==> config.mk <==
export PLATFORM = sky130hd
export DESIGN_NAME = pwm5_compare_flat
export DESIGN_NICKNAME = d
export VERILOG_FILES = /design/src/rtl/pwm5_compare_pkg.sv /design/src/rtl/pwm5_compare_if.sv /design/src/rtl/pwm5_shadow_reg.sv /design/src/rtl/pwm5_compare.sv /design/src/flat_wrapper.sv
export SDC_FILE = /design/constraint.sdc
export NUM_CORES = 1
export LEC_CHECK = 0
export CAP_MARGIN = 20
export CORE_MARGIN = 4
export CORE_UTILIZATION = 65
export DETAILED_ROUTE_END_ITERATION = 7
export DONT_BUFFER_PORTS = 1
export PLACE_DENSITY = 0.81
export SLEW_MARGIN = 20
export SYNTH_ARGS = -nofsm -noshare
export SYNTH_HDL_FRONTEND = slang
export SYNTH_SLANG_ARGS = --single-unit
==> constraint.sdc <==
create_clock -name clk -period 6.65 [get_ports clk]
set_input_delay 0.665 -clock clk [delete_from_list [all_inputs] [get_ports clk]]
set_output_delay 0.665 -clock clk [all_outputs]
set_load 0.01 [all_outputs]
==> src/rtl/pwm5_compare_pkg.sv <==
// Shared types and widths for the PWM compare block and its config shadow slot.
package pwm5_compare_pkg;

   localparam int CNT_W  = 5;
   localparam int DUTY_W = CNT_W + 1;
   localparam logic [DUTY_W-1:0] DUTY_FULL = DUTY_W'(1 << CNT_W);

   typedef enum logic [1:0] {
      IDLE,
      SYNC,
      RUN
   } state_t;

endpackage

==> src/rtl/pwm5_compare_if.sv <==
// Valid/ready configuration channel carrying a duty threshold and polarity.
interface pwm5_compare_if
   import pwm5_compare_pkg::*;
#(
   parameter int WIDTH = CNT_W
);

   logic           cfg_valid;
   logic           cfg_ready;
   logic [WIDTH:0] cfg_duty;
   logic           cfg_inv;

   modport master (output cfg_valid, output cfg_duty, output cfg_inv, input cfg_ready);
   modport slave  (input cfg_valid, input cfg_duty, input cfg_inv, output cfg_ready);

endinterface

==> src/rtl/pwm5_shadow_reg.sv <==
// One-deep config slot; its contents are promoted to the active settings only on a counter wrap.
module pwm5_shadow_reg
   import pwm5_compare_pkg::*;
#(
   parameter int WIDTH = CNT_W
) (
   input  logic           clk,
   input  logic           rstn,
   input  logic           wrap,
   pwm5_compare_if.slave  cfg,
   output logic [WIDTH:0] eff_duty,
   output logic           eff_inv
);

   logic           pending_v;
   logic [WIDTH:0] pending_duty;
   logic           pending_inv;
   logic [WIDTH:0] active_duty;
   logic           active_inv;

   logic xfer;
   logic promote;

   assign cfg.cfg_ready = !pending_v;
   assign xfer          = cfg.cfg_valid && !pending_v;
   assign promote       = wrap && pending_v;

   // The compare on a wrap cycle already sees the freshly promoted settings.
   assign eff_duty = promote ? pending_duty : active_duty;
   assign eff_inv  = promote ? pending_inv  : active_inv;

   // xfer needs an empty slot and promote a full one, so they never collide.
   always_ff @(posedge clk or negedge rstn) begin
      if (!rstn) begin
         // NOTE: data registers are reset too, so no X ever reaches pwm_out through eff_duty.
         pending_v    <= 1'b0;
         pending_duty <= '0;
         pending_inv  <= 1'b0;
         active_duty  <= '0;
         active_inv   <= 1'b0;
      end else begin
         if (promote) begin
            active_duty <= pending_duty;
            active_inv  <= pending_inv;
            pending_v   <= 1'b0;
         end
         if (xfer) begin
            pending_duty <= cfg.cfg_duty;
            pending_inv  <= cfg.cfg_inv;
            pending_v    <= 1'b1;
         end
      end
   end

endmodule

==> src/rtl/pwm5_compare.sv <==
// Registered PWM generator: compares the live count against the active duty, starting only on a wrap.
module pwm5_compare
   import pwm5_compare_pkg::*;
#(
   parameter int WIDTH = CNT_W
) (
   input  logic             clk,
   input  logic             rstn,
   input  logic             en,
   input  logic [WIDTH-1:0] cnt_in,
   pwm5_compare_if.slave    cfg,
   output logic             pwm_out,
   output logic             period_tick,
   output logic             busy
);

   state_t         state;
   logic [WIDTH-1:0] cnt_prev;
   logic           wrap;
   logic           cmp;
   logic [WIDTH:0] eff_duty;
   logic           eff_inv;

   // A counter parked at zero must not retrigger, hence the previous-value qualifier.
   assign wrap = (cnt_in == '0) && (cnt_prev != '0);
   assign cmp  = ({1'b0, cnt_in} < eff_duty) ^ eff_inv;

   pwm5_shadow_reg #(.WIDTH(WIDTH)) u_shadow (
      .clk      (clk),
      .rstn     (rstn),
      .wrap     (wrap),
      .cfg      (cfg),
      .eff_duty (eff_duty),
      .eff_inv  (eff_inv)
   );

   always_ff @(posedge clk or negedge rstn) begin
      if (!rstn) begin
         cnt_prev <= '0;
      end else begin
         // NOTE: non-blocking assignments make every register sample pre-edge values, independent of block order.
         cnt_prev <= cnt_in;
      end
   end

   always_ff @(posedge clk or negedge rstn) begin
      if (!rstn) begin
         state       <= IDLE;
         pwm_out     <= 1'b0;
         period_tick <= 1'b0;
         busy        <= 1'b0;
      end else if (!en) begin
         state       <= IDLE;
         pwm_out     <= eff_inv;
         period_tick <= 1'b0;
         busy        <= 1'b0;
      end else begin
         case (state)
            IDLE: begin
               state       <= SYNC;
               pwm_out     <= eff_inv;
               period_tick <= 1'b0;
               busy        <= 1'b1;
            end
            SYNC: begin
               busy <= 1'b1;
               if (wrap) begin
                  state       <= RUN;
                  pwm_out     <= cmp;
                  period_tick <= 1'b1;
               end else begin
                  pwm_out     <= eff_inv;
                  period_tick <= 1'b0;
               end
            end
            RUN: begin
               pwm_out     <= cmp;
               period_tick <= wrap;
               busy        <= 1'b1;
            end
            default: begin
               state       <= IDLE;
               pwm_out     <= eff_inv;
               period_tick <= 1'b0;
               busy        <= 1'b0;
            end
         endcase
      end
   end

endmodule

==> src/flat_wrapper.sv <==
// flat-port wrapper written by rule: the top's interface ports become plain ports
module pwm5_compare_flat import pwm5_compare_pkg::*;
#(
   parameter int WIDTH = CNT_W
)
  (clk, rstn, en, cnt_in, pwm_out, period_tick, busy, cfg_cfg_valid, cfg_cfg_duty, cfg_cfg_inv, cfg_cfg_ready);
  pwm5_compare_if #(.WIDTH(WIDTH)) cfg_i ();
  input  logic clk;
  input  logic rstn;
  input  logic en;
  input  logic [WIDTH-1:0] cnt_in;
  output logic pwm_out;
  output logic period_tick;
  output logic busy;
  input wire logic [$bits(cfg_i.cfg_valid)-1:0] cfg_cfg_valid;
  input wire logic [$bits(cfg_i.cfg_duty)-1:0] cfg_cfg_duty;
  input wire logic [$bits(cfg_i.cfg_inv)-1:0] cfg_cfg_inv;
  output wire logic [$bits(cfg_i.cfg_ready)-1:0] cfg_cfg_ready;
  assign cfg_i.cfg_valid = cfg_cfg_valid;
  assign cfg_i.cfg_duty = cfg_cfg_duty;
  assign cfg_i.cfg_inv = cfg_cfg_inv;
  assign cfg_cfg_ready = cfg_i.cfg_ready;
  pwm5_compare #(.WIDTH(WIDTH)) u_core (.clk(clk), .rstn(rstn), .en(en), .cnt_in(cnt_in), .cfg(cfg_i), .pwm_out(pwm_out), .period_tick(period_tick), .busy(busy));
endmodule
==> run metrics <==
RSZ-0062 raised after global routing=no; Boundary Pins=20; Cell Pwr Density=between 300 and 400 mW/mm2; Critical Path Start=u_core.cnt_prev[0]; CTS buffer count=3; 1st-iter DRT viols=5; worst endpoint required time=around 6.9 ns; mapped cell area=0.001194 mm2; WL per Instance=approximately 15 um; GRT Util Overall=17.95%; # setup viols final=0; Post-Route WL=1900 um; Commonest cells post-synth=dfrtp_1 (25), inv_1 (10), ha_1 (9), mux2_2 (9), mux2i_1 (7); Finished Layout Cells=around 120; routed vias/inst=5.772; Post-DP HPWL=roughly 1500 um; final hold violation count=0; Syn Nets=120; GPL Wtd Cong=around 0.83; flop-to-flop setup slack=~3.6 ns; layout cells sized above 1=18.37%; n_diodes=0; crit path time final=between 3 and 4 ns; setup tns final=0 ns; Most used DFF post-synth=dfrtp_1; Max clock buf depth=2; DRC Markers=0; CTS tree=built; Reg clk slew, reported paths=0.12 ns; count of cell types in the netlist=27; Synth Instances=95; worst vdd ir=168.5 uV; ranking of synthesized cells by area=dfrtp_1 (52%), ha_1 (9.4%), mux2_2 (8.5%); Yosys top cell area share=52.41%; part of the Yosys area used for sequential elements=around 52%; Initial Util=just under 70%; clock sinks=25; Syn-to-layout area delta=5.241%; count leader, synth=dfrtp_1; warnings from Yosys=0; IO buf count=0; area of the die=~0.0026 mm2; Avg Cell Area, Syn=12.56 um2; RR Startpoint=u_core.cnt_prev[0]; Cell Count Post-Placement=118; CP Launch Type=register; WP data arrival=3.24 ns; worst slew pin tran=0.6465 ns; row count=15; max_slew headroom=a little under three fifths; initial antenna violation count=0; global route overflow=0; post-synth top area cell=dfrtp_1; Die W=50.85 um; crit path kind=reg -> reg; run status=complete, no violations; Hold/Removal Path Class=in -> async; largest net degree at the start of global routing=26; Post-synth EDFFs=0; Critical Path Fanout Max=13; fmax=~330 MHz; Nets=124; fillcell total=about 150; die height=roughly 51 um; root buffer cell=clkbuf_4; vias in the first global route=~790; reg2reg path depth=9; Final ANT Viol Nets=0; Yosys reg bits=25; # Max-Cap Violations=0; fin crit share=a little under half; Pre-antenna DRT Iters=4; Slew Limit Fails=0; Crit. End Element=register; core area=0.001727 mm2; Post-synth ARST share=100.0%; via count=710; H-tree depth=1; Clock Skew=0.001331 ns; RR Endpoint=u_core.pwm_out; first-pass GRT wire length=about 3400 um; Leak=~0.62 nW; Min Hold Slack=0.1414 ns; clk_lat worst skew=approximately 0.31 ns
-- area by class of cell --
cell class	instances	area, um2	area share (%)
clock buffer	4	26.28	2.092
inverter	10	37.54	2.988
multi-input combinational	58	515.5	41.04
sequential	25	625.6	49.80
tap	25	31.28	2.490
timing repair buffer	1	20.02	1.594
-- worst max-delay path: stages, from the launching register on --
cell      delay [ns]
dfrtp_1         0.38
or4_4           0.55
o211ai_4        0.43
mux2i_1         0.32
ha_1            0.29
a21o_2          0.23
a21oi_1         0.16
o311a_2         0.17
o211ai_2        0.08
mux2_1          0.32
-- logic make-up (layout without fill, tap and decap cells) --
| family | Yosys count | count (layout) | share of synthesized area, % |
|---|---|---|---|
| adders and majority gates | 9 | 9 | 9.434 |
| DFF | 25 | 25 | 52.41 |
| muxes | 17 | 17 | 15.30 |
| buffers and inverters | 12 | 15 | 4.402 |
| AOI/OAI and AO/OA | 16 | 16 | 11.22 |
| and+or+nand+nor | 16 | 16 | 7.232 |
-- flip-flops by register name (all words and copies together) (netlist names) --
name / flops
u_core.busy: 1
u_core.cnt_prev: 5
u_core.period_tick: 1
u_core.pwm_out: 1
u_core.state: 2
u_core.u_shadow.active_duty: 6
u_core.u_shadow.active_inv: 1
u_core.u_shadow.pending_duty: 6
u_core.u_shadow.pending_inv: 1
u_core.u_shadow.pending_v: 1
-- cells in the final DEF (no fill, tap or decap), types with 2 or more instances in the layout --
cell,n
a21oi_1,4
clkbuf_4,3
dfrtp_1,25
ha_1,9
inv_1,10
mux2_2,9
mux2i_1,7
nand2_1,3
nor2_1,5
nor2b_1,4
o21a_1,2
-- routing by layer --
metal	wire (um)	track usage, %
met3	117	3.207
met5	0	0
met4	44	8.072
met1	802	21.79
met2	936	31.09
-- power by group --
group | total, W | switching [W] | internal (W)
sequential | 0.000217 | 0.0000259 | 0.000191
clock | 0.0000650 | 0.0000415 | 0.0000235
combinational | 0.000128 | 0.0000629 | 0.0000654
total | 0.000411 | 0.000130 | 0.000280
-- through the flow --
step	setup slack (ns)	util (%)	instance area, um2	power [W]
after global placement	3.766	70.07	1210	0.0003371
final	3.621	72.75	1256	0.0004107
after CTS	3.596	71.59	1236	0.0004111
after detailed placement	3.621	70.07	1210	0.0003468
after floorplan	3.888	-	1194	0.0003187
after global routing	3.479	72.75	1256	0.0004465
-- worst max path at each step --
stage | to | slack (ns) | depth (start not counted)
3_5_place_dp | u_core.pwm_out | 3.62 | 9
6_report | u_core.pwm_out | 3.62 | 9
5_1_grt | u_core.pwm_out | 3.48 | 9
3_3_place_gp | u_core.pwm_out | 3.77 | 9
2_1_floorplan | u_core.pwm_out | 3.89 | 10
4_1_cts | u_core.pwm_out | 3.60 | 9
-- timing repair --
item                                    CTS  global route
endpoints found under the setup margin    0             0
hold endpoints to repair                  0            25
buffers inserted                          0             0
resized for setup                         0             0
hold buffers                              0             1
No activity file was read; power rests on OpenSTA's default activity.
